`config.mk`:
```
export PLATFORM = sky130hd
export DESIGN_NAME = fib_seq_engine
export DESIGN_NICKNAME = d
export VERILOG_FILES = /design/src/rtl/fib_pkg.sv /design/src/rtl/fib_sat_adder.sv /design/src/rtl/fib_seq_engine.sv
export SDC_FILE = /design/constraint.sdc
export NUM_CORES = 1
export LEC_CHECK = 0
export CAP_MARGIN = 20
export CORE_ASPECT_RATIO = 1.2
export CORE_MARGIN = 2
export CORE_UTILIZATION = 49
export DETAILED_ROUTE_END_ITERATION = 12
export PLACE_DENSITY = 0.77
export SLEW_MARGIN = 20
export SYNTH_ARGS = -nofsm -noshare
export SYNTH_HDL_FRONTEND = slang
export SYNTH_SLANG_ARGS = --single-unit
```
`constraint.sdc`:
```
create_clock -name clk -period 2 [get_ports clk]
set_clock_uncertainty 0.05 [all_clocks]
set_input_delay 0.2 -clock clk [delete_from_list [all_inputs] [get_ports clk]]
set_output_delay 0.2 -clock clk [all_outputs]
set_load 0.05 [all_outputs]
```
`src/rtl/fib_pkg.sv`:
```
// fib_pkg: shared modes, FSM state codes and seed constants for the Fibonacci-class engine
package fib_pkg;
    typedef enum logic [1:0] {
        MODE_FIB    = 2'b00,
        MODE_LUCAS  = 2'b01,
        MODE_CUSTOM = 2'b10
    } mode_t;
    localparam logic [1:0] ST_IDLE = 2'd0;
    localparam logic [1:0] ST_RUN  = 2'd1;
    localparam logic [1:0] ST_FIN  = 2'd2;
    localparam int FIB_S0   = 0;
    localparam int FIB_S1   = 1;
    localparam int LUCAS_S0 = 2;
    localparam int LUCAS_S1 = 1;
endpackage

```
`src/rtl/fib_sat_adder.sv`:
```
// fib_sat_adder: WIDTH-bit add with carry-out and optional sticky clamp to all-ones
module fib_sat_adder #(
    parameter int WIDTH    = 16,
    parameter int SATURATE = 0
) (
    input  logic [WIDTH-1:0] a,
    input  logic [WIDTH-1:0] b,
    input  logic             sat_in,
    output logic [WIDTH-1:0] sum,
    output logic             carry
);
    logic [WIDTH-1:0] raw;
    assign {carry, raw} = a + b;
    // sat_in keeps later terms pinned once an earlier term has clamped
    assign sum = (SATURATE != 0 && (carry || sat_in)) ? '1 : raw;
endmodule

```
`src/rtl/fib_seq_engine.sv`:
```
// fib_seq_engine: computes term n of x(k)=x(k-1)+x(k-2) with Fibonacci, Lucas or custom seeds
module fib_seq_engine
    import fib_pkg::*;
#(
    parameter int WIDTH    = 16,
    parameter int IDX_W    = 8,
    parameter int SATURATE = 0
) (
    input  logic             clk,
    input  logic             rst,
    input  logic             start,
    input  logic [IDX_W-1:0] n,
    input  logic [1:0]       mode,
    input  logic [WIDTH-1:0] seed0,
    input  logic [WIDTH-1:0] seed1,
    input  logic             abort,
    output logic             busy,
    output logic             done,
    output logic [WIDTH-1:0] result,
    output logic             overflow
);
    logic [1:0]       state, nxt;
    logic [WIDTH-1:0] a, b, sum, s0, s1;
    logic [IDX_W-1:0] k, n_q;
    logic             acc, carry;

    fib_sat_adder #(.WIDTH(WIDTH), .SATURATE(SATURATE)) u_add (
        .a(a), .b(b), .sat_in(acc), .sum(sum), .carry(carry)
    );

    always_comb begin
        s0 = mode == MODE_LUCAS ? WIDTH'(LUCAS_S0) : mode == MODE_CUSTOM ? seed0 : WIDTH'(FIB_S0);
        s1 = mode == MODE_LUCAS ? WIDTH'(LUCAS_S1) : mode == MODE_CUSTOM ? seed1 : WIDTH'(FIB_S1);
        nxt = state == ST_IDLE ? (start ? (n <= IDX_W'(1) ? ST_FIN : ST_RUN) : ST_IDLE)
            : state == ST_RUN  ? (abort ? ST_IDLE : (k + IDX_W'(1) == n_q ? ST_FIN : ST_RUN))
            : ST_IDLE;
    end

    always_ff @(posedge clk or posedge rst) begin
        if (rst) begin
            state    <= ST_IDLE;
            busy     <= 1'b0;
            done     <= 1'b0;
            result   <= '0;
            overflow <= 1'b0;
            a        <= '0;
            b        <= '0;
            k        <= '0;
            n_q      <= '0;
            acc      <= 1'b0;
        end else begin
            state <= nxt;
            busy  <= nxt != ST_IDLE;
            done  <= state == ST_FIN;
            if (state == ST_IDLE && start) begin
                n_q <= n;
                a   <= s0;
                b   <= s1;
                k   <= IDX_W'(1);
                acc <= 1'b0;
            end
            if (state == ST_RUN) begin
                a   <= b;
                b   <= sum;
                k   <= k + IDX_W'(1);
                acc <= acc | carry;
            end
            if (state == ST_FIN) begin
                result   <= n_q == '0 ? a : b;
                overflow <= acc;
            end
        end
    end
endmodule
```
### Word-level counts from Yosys, hierarchy flattened

Index checks and enable logic that the tools add are counted.
W data, S select, Z words.

| storage, ports and cells | value |
|---|---|
| register bits | 70 |
| word-level logic and storage cells | 43 |
| output and inout bits | 19 |
| bits of input ports | 46 |

| operators by class | value |
|---|---|
| $lt $le $gt $ge | 1 |
| reduce and logical (&&, ||, !) cells | 5 |
| $add $sub $neg | 2 |
| bitwise operators | 1 |
| eq/ne operators | 5 |
| mux-type cells | 19 |

Operator list:

| cell | number |
|---|---|
| $mux W16 | 9 |
| $add A16 B16 Y17 | 1 |
| $mux W8 | 2 |
| $mux W2 | 6 |
| $add A8 B1 Y8 const B | 1 |
| $eq A8 B8 Y1 | 1 |
| $le A8 B1 Y1 const B | 1 |
| $logic_not A8 Y1 | 1 |
| $eq A2 B1 Y1 const B | 2 |
| $eq A2 B2 Y1 const B | 2 |
| $reduce_bool A2 Y1 | 2 |
| $logic_not A2 Y1 | 1 |
| $mux W1 | 2 |
| $logic_and A1 B1 Y1 | 1 |
| $or A1 B1 Y1 | 1 |

### Depth between registers and ports, before layout

Gate-level depths: netlist of the first run.

| depth | value |
|---|---|
| depth after elaboration | 7 |
| mapped depth | 8 |

### Cells and area by module

From an unflattened synthesis of the first run, not the netlist that was laid out.

| unflattened totals | value |
|---|---|
| cell total of the unflattened synthesis | 460 |
| area total of the unflattened synthesis | 4129.0 um2 |

Modules (own cells, without submodules):

| module | instances | area each (um2) | seq. area each (um2) | cells an instance |
|---|---|---|---|---|
| fib_seq_engine | 1 | 3273.1 | 1751.7 | 350 |
| fib_sat_adder | 1 | 855.8 | 0.0 | 110 |

### Least setup slack after synthesis of the first run

Ideal clock, no wire load.

| timing | value |
|---|---|
| path type | register to register |
| start point | register b[0] |
| end point | register b[14] |
| data arrival time | 1.916 ns |
| path slack | -0.091 ns |
| required time | 1.826 ns |
| setup time | 0.124 ns |
| stages on the path, launching flop included | 9 |
| clock period less this slack | 2.091 ns |
| cell sequence | dfrtp_1 > ha_1 > inv_1 > fa_1 > nand2b_1 > a211o_1 > a21oi_1 > mux2i_1 > nor3_1 |

| on the way | value |
|---|---|
| word-level cells in the longest chain between the ends | 2 |

Ends and longest elaborated chain:

| item | RTL line | source |
|---|---|---|
| from (decl) | fib_seq_engine.sv:23 | `logic [WIDTH-1:0] a, b, sum, s0, s1;` |
| from (signal assigned) | fib_seq_engine.sv:64 | `b <= sum;` |
| $add A16 B16 Y17 | fib_sat_adder.sv:13 | `assign {carry, raw} = a + b;` |
| $mux W16 | fib_seq_engine.sv:62 | `if (state == ST_RUN) begin` |

Every way passes these cells.
A chain may end at the register's enable or synchronous reset.

### Worst setup path after layout of the first run

| timing | value |
|---|---|
| start point | register a[0] |
| end point | register b[12] |

| on the way | value |
|---|---|
| word-level cells in the longest chain between the ends | 2 |

Ends and longest elaborated chain:

| item | RTL line | source |
|---|---|---|
| from (decl) | fib_seq_engine.sv:23 |  |
| from (signal assigned) | fib_seq_engine.sv:46 | `a <= '0;` |
| from (signal assigned) | fib_seq_engine.sv:57 | `a <= s0;` |
| from (signal assigned) | fib_seq_engine.sv:63 | `a <= b;` |
| $add A16 B16 Y17 | fib_sat_adder.sv:13 |  |
| $mux W16 | fib_seq_engine.sv:62 |  |

Every way passes these cells.

==> metrics.txt, run 1 <==
Multi-input gate area=2359 um2; ys async rst share=100.0%; Vias/cell=a little under 6; Net Sw Frac=44.38%; filler cell count=624; Slew @ Worst Pin=0.5222 ns; register area=1753 um2; GRT overflow=0; failing checks=negative setup slack; launching point of the worst reg2reg path=a[0]; Post-Route WL=11500 um; Peak Freq=486.2 MHz; crit-path max FO=3; area of placed instances=approximately 5300 um2; CTS tree=done; Setup WS post-layout=-0.05687 ns; die width=87.41 um; Mapped Avg Cell Area=9.069 um2; Syn Std Cell Area=between 4000 and 5000 um2; part of the cycle the worst path needs=102.8%; Design Area, Final=5673 um2; ant diodes=0; HP Class=input pin to async pin; final worst path period need=2.057 ns; Clk pin slew, worst setup/hold paths=0.07 ns; Synth Register Bits=70; Peak VDD IR=roughly 0.00077 V; Yosys cell types=53; pre-CTS setup slack=-0.09962 ns; status=complete, but fails checks; Final HPWL DP=between 8000 and 9000 um; CTS Sinks=70; RePlAce Congestion=between 0.9 and 1; Clock power frac=11.2%; Leakage=2.654 nW; clock tree buffer depth=2; ratio of cells with drive above 1 in the final layout=approximately 20%; first-pass GRT wire length=approximately 19000 um; DRC errors left=0; sequential-to-total area share from yosys stat=42.83%; Power Density=1632 nW/um2; total power=0.009260 W; unrepaired setup endpoints after global routing=yes; all-layer global routing usage=~26%; Clock Tree Root=clkbuf_8; Sw Pwr=0.004110 W; R2R Setup Slk=-0.06 ns; max-slew violation count=0; largest net degree at the start of global routing=71; num rows=36; Max transition margin=65.03%; initial antenna violation count=0; Post-DRT Antenna Nets=0; Ys Warns=0; I/O pin count=65; worst reg2reg path depth=8; part of the power in registers=26.6%; 1st-iter DRT viols=276; worst r2r dst=b[12]; total number of vias=3977; Req. time, crit path=2.18 ns; H-tree depth=3; initial core utilization=50.45%; cts hold-fix bufs=0; First-pass DRT Iterations=7; max-cap violations=0; vias in the first global route=4012; CORE AREA=8108 um2; layout net count=638; Final setup viols=4; Die ar.=9098 um2; P_int=around 0.0052 W; Post-synth EDFFs=0; Inserted Clock Buffers=9; die height=104.1 um; Hold Fails Final Rpt=0; ys flop type=dfrtp_1; crit path DAT=2.24 ns; element type at the critical path end=flop; Logic pwr share=62.2%; clk_lat worst skew=0.35 ns; critical setup path kind=flop to flop; final core occ=a little over two thirds; area delta synth->final=38.70%; Setup crit start kind=flop; input/output buffers=64; WL per Instance=17.09 um; Synth Instances=451; Synth Net Count=515
-- how the worst max path moves through the flow --
stage                     startpoint  endpoint  slack [ns]
after floorplan                 b[0]     b[14]       -0.02
after global placement          a[1]     b[15]       -0.04
after detailed placement       a[12]     b[15]        -0.1
after CTS                       a[0]     b[12]       -0.05
after global routing            a[0]     b[10]       -0.12
final                           a[0]     b[12]       -0.06
-- cells in the final DEF, fill, tap and decap left out, drive strengths merged, types with 17 or more instances in the layout --
cell type,instances
buf,67
nand2,73
inv,23
mux2i,20
nor2,25
dfrtp,70
clkdlybuf4s50,64
ha,17
o21ai,45
a21oi,25
-- sequential cells by signal, indices dropped and copies added, names as in the netlist --
signal / count
a: 16
acc: 1
b: 16
busy: 1
done: 1
k: 8
n_q: 8
overflow: 1
result: 16
state: 2
-- through the flow --
step           instances   TNS, ns  hold WS, ns
2_1_floorplan        451  -0.02504       0.2554
3_3_place_gp         651   -0.1072       0.4129
3_5_place_dp         651   -0.4062       0.4243
4_1_cts              669   -0.1038       0.2687
5_1_grt              673   -0.5317       0.2939
6_report             673   -0.1326       0.2394
-- layer usage --
metal | vias to the layer above | share of wire [%] | global-route usage [%]
met5 | - | 0 | 0
met4 | 0 | 3.3 | 10.00
met3 | 28 | 4.6 | 5.000
met2 | 149 | 52 | 44.97
met1 | 1908 | 40 | 31.12
li1 | 1892 | - | -
-- cell usage after synthesis (3+ instances only) --
master,instances,area share (%)
or3_1,5,0.76
o21ai_1,23,2.8
nand3_1,8,0.98
o31ai_1,5,0.92
and2_1,4,0.61
a21oi_1,25,3.1
a31oi_1,5,0.76
o211ai_1,4,0.73
nor2b_1,4,0.61
nor2_1,25,2.3
a222oi_1,15,3.7
mux2i_1,20,4.9
dfrtp_1,70,43
a21o_1,4,0.73
nand2_1,72,6.6
o21ai_0,22,2.7
o22ai_1,4,0.61
ha_1,17,5.2
inv_1,24,2.2
buf_2,3,0.37
a22oi_1,5,0.92
nand2b_1,7,1.1
a221o_1,3,0.73
xnor2_1,7,1.5
and3_1,4,0.61
or4_1,3,0.55
a211oi_1,6,1.1
xor2_1,6,1.3
o21bai_1,3,0.55
nor3_1,5,0.61
clkbuf_1,16,1.5
-- power by group through the flow --
| stage | clock network, W | registers [W] | logic [W] |
|---|---|---|---|
| floorplan | 0 | 0.00277 | 0.00297 |
| global placement | 0 | 0.00239 | 0.00514 |
| detailed placement | 0 | 0.00242 | 0.00528 |
| CTS | 0.00104 | 0.00241 | 0.00543 |
| global route | 0.00110 | 0.00254 | 0.00628 |
| finish | 0.00104 | 0.00246 | 0.00576 |
-- repair_timing --
action | CTS | global route
pin swaps | 7 | 16
buffers inserted | 3 | 4
setup endpoints to repair | 7 | 11
resized for setup | 8 | 20
-- critical path: stages, from the launching register on --
cell and delay, ns:
dfrtp_1 0.37, ha_2 0.19, inv_2 0.04, fa_2 0.33
nand2b_4 0.16, a211o_4 0.35, a21oi_4 0.18, mux2i_1 0.20
nand2_1 0.07
-- area by class of cell --
cell class,instances,share of cell area [%]
multi-input combinational,338,41.57
sequential,70,30.90
timing repair buffer,131,20.82
clock buffer,14,2.867
tap,95,2.095
inverter,24,1.654
clock inverter,1,0.08822
-- kinds of logic after synthesis --
family,after synthesis,synth area share (%)
AO/OA/AOI/OAI,139,22.64
XOR/XNOR,13,2.784
adder cells (fa/ha/maj),18,5.690
buffers and inverters,43,4.038
flip-flops,70,42.83
multiplexers,21,5.170
AND/OR/NAND/NOR,147,16.86
Power figures use the tool's default switching activity.
==> run 2, diff against run 1 <==
--- a/config.mk
+++ b/config.mk
@@ -9,6 +9,7 @@
 export CORE_ASPECT_RATIO = 1.2
 export CORE_MARGIN = 2
 export CORE_UTILIZATION = 49
+export CTS_CLUSTER_DIAMETER = 30
 export DETAILED_ROUTE_END_ITERATION = 12
 export PLACE_DENSITY = 0.77
 export SLEW_MARGIN = 20
==> results of run 2 <==
Same layout as run 1: the final DEF is identical, and so are final timing and power.
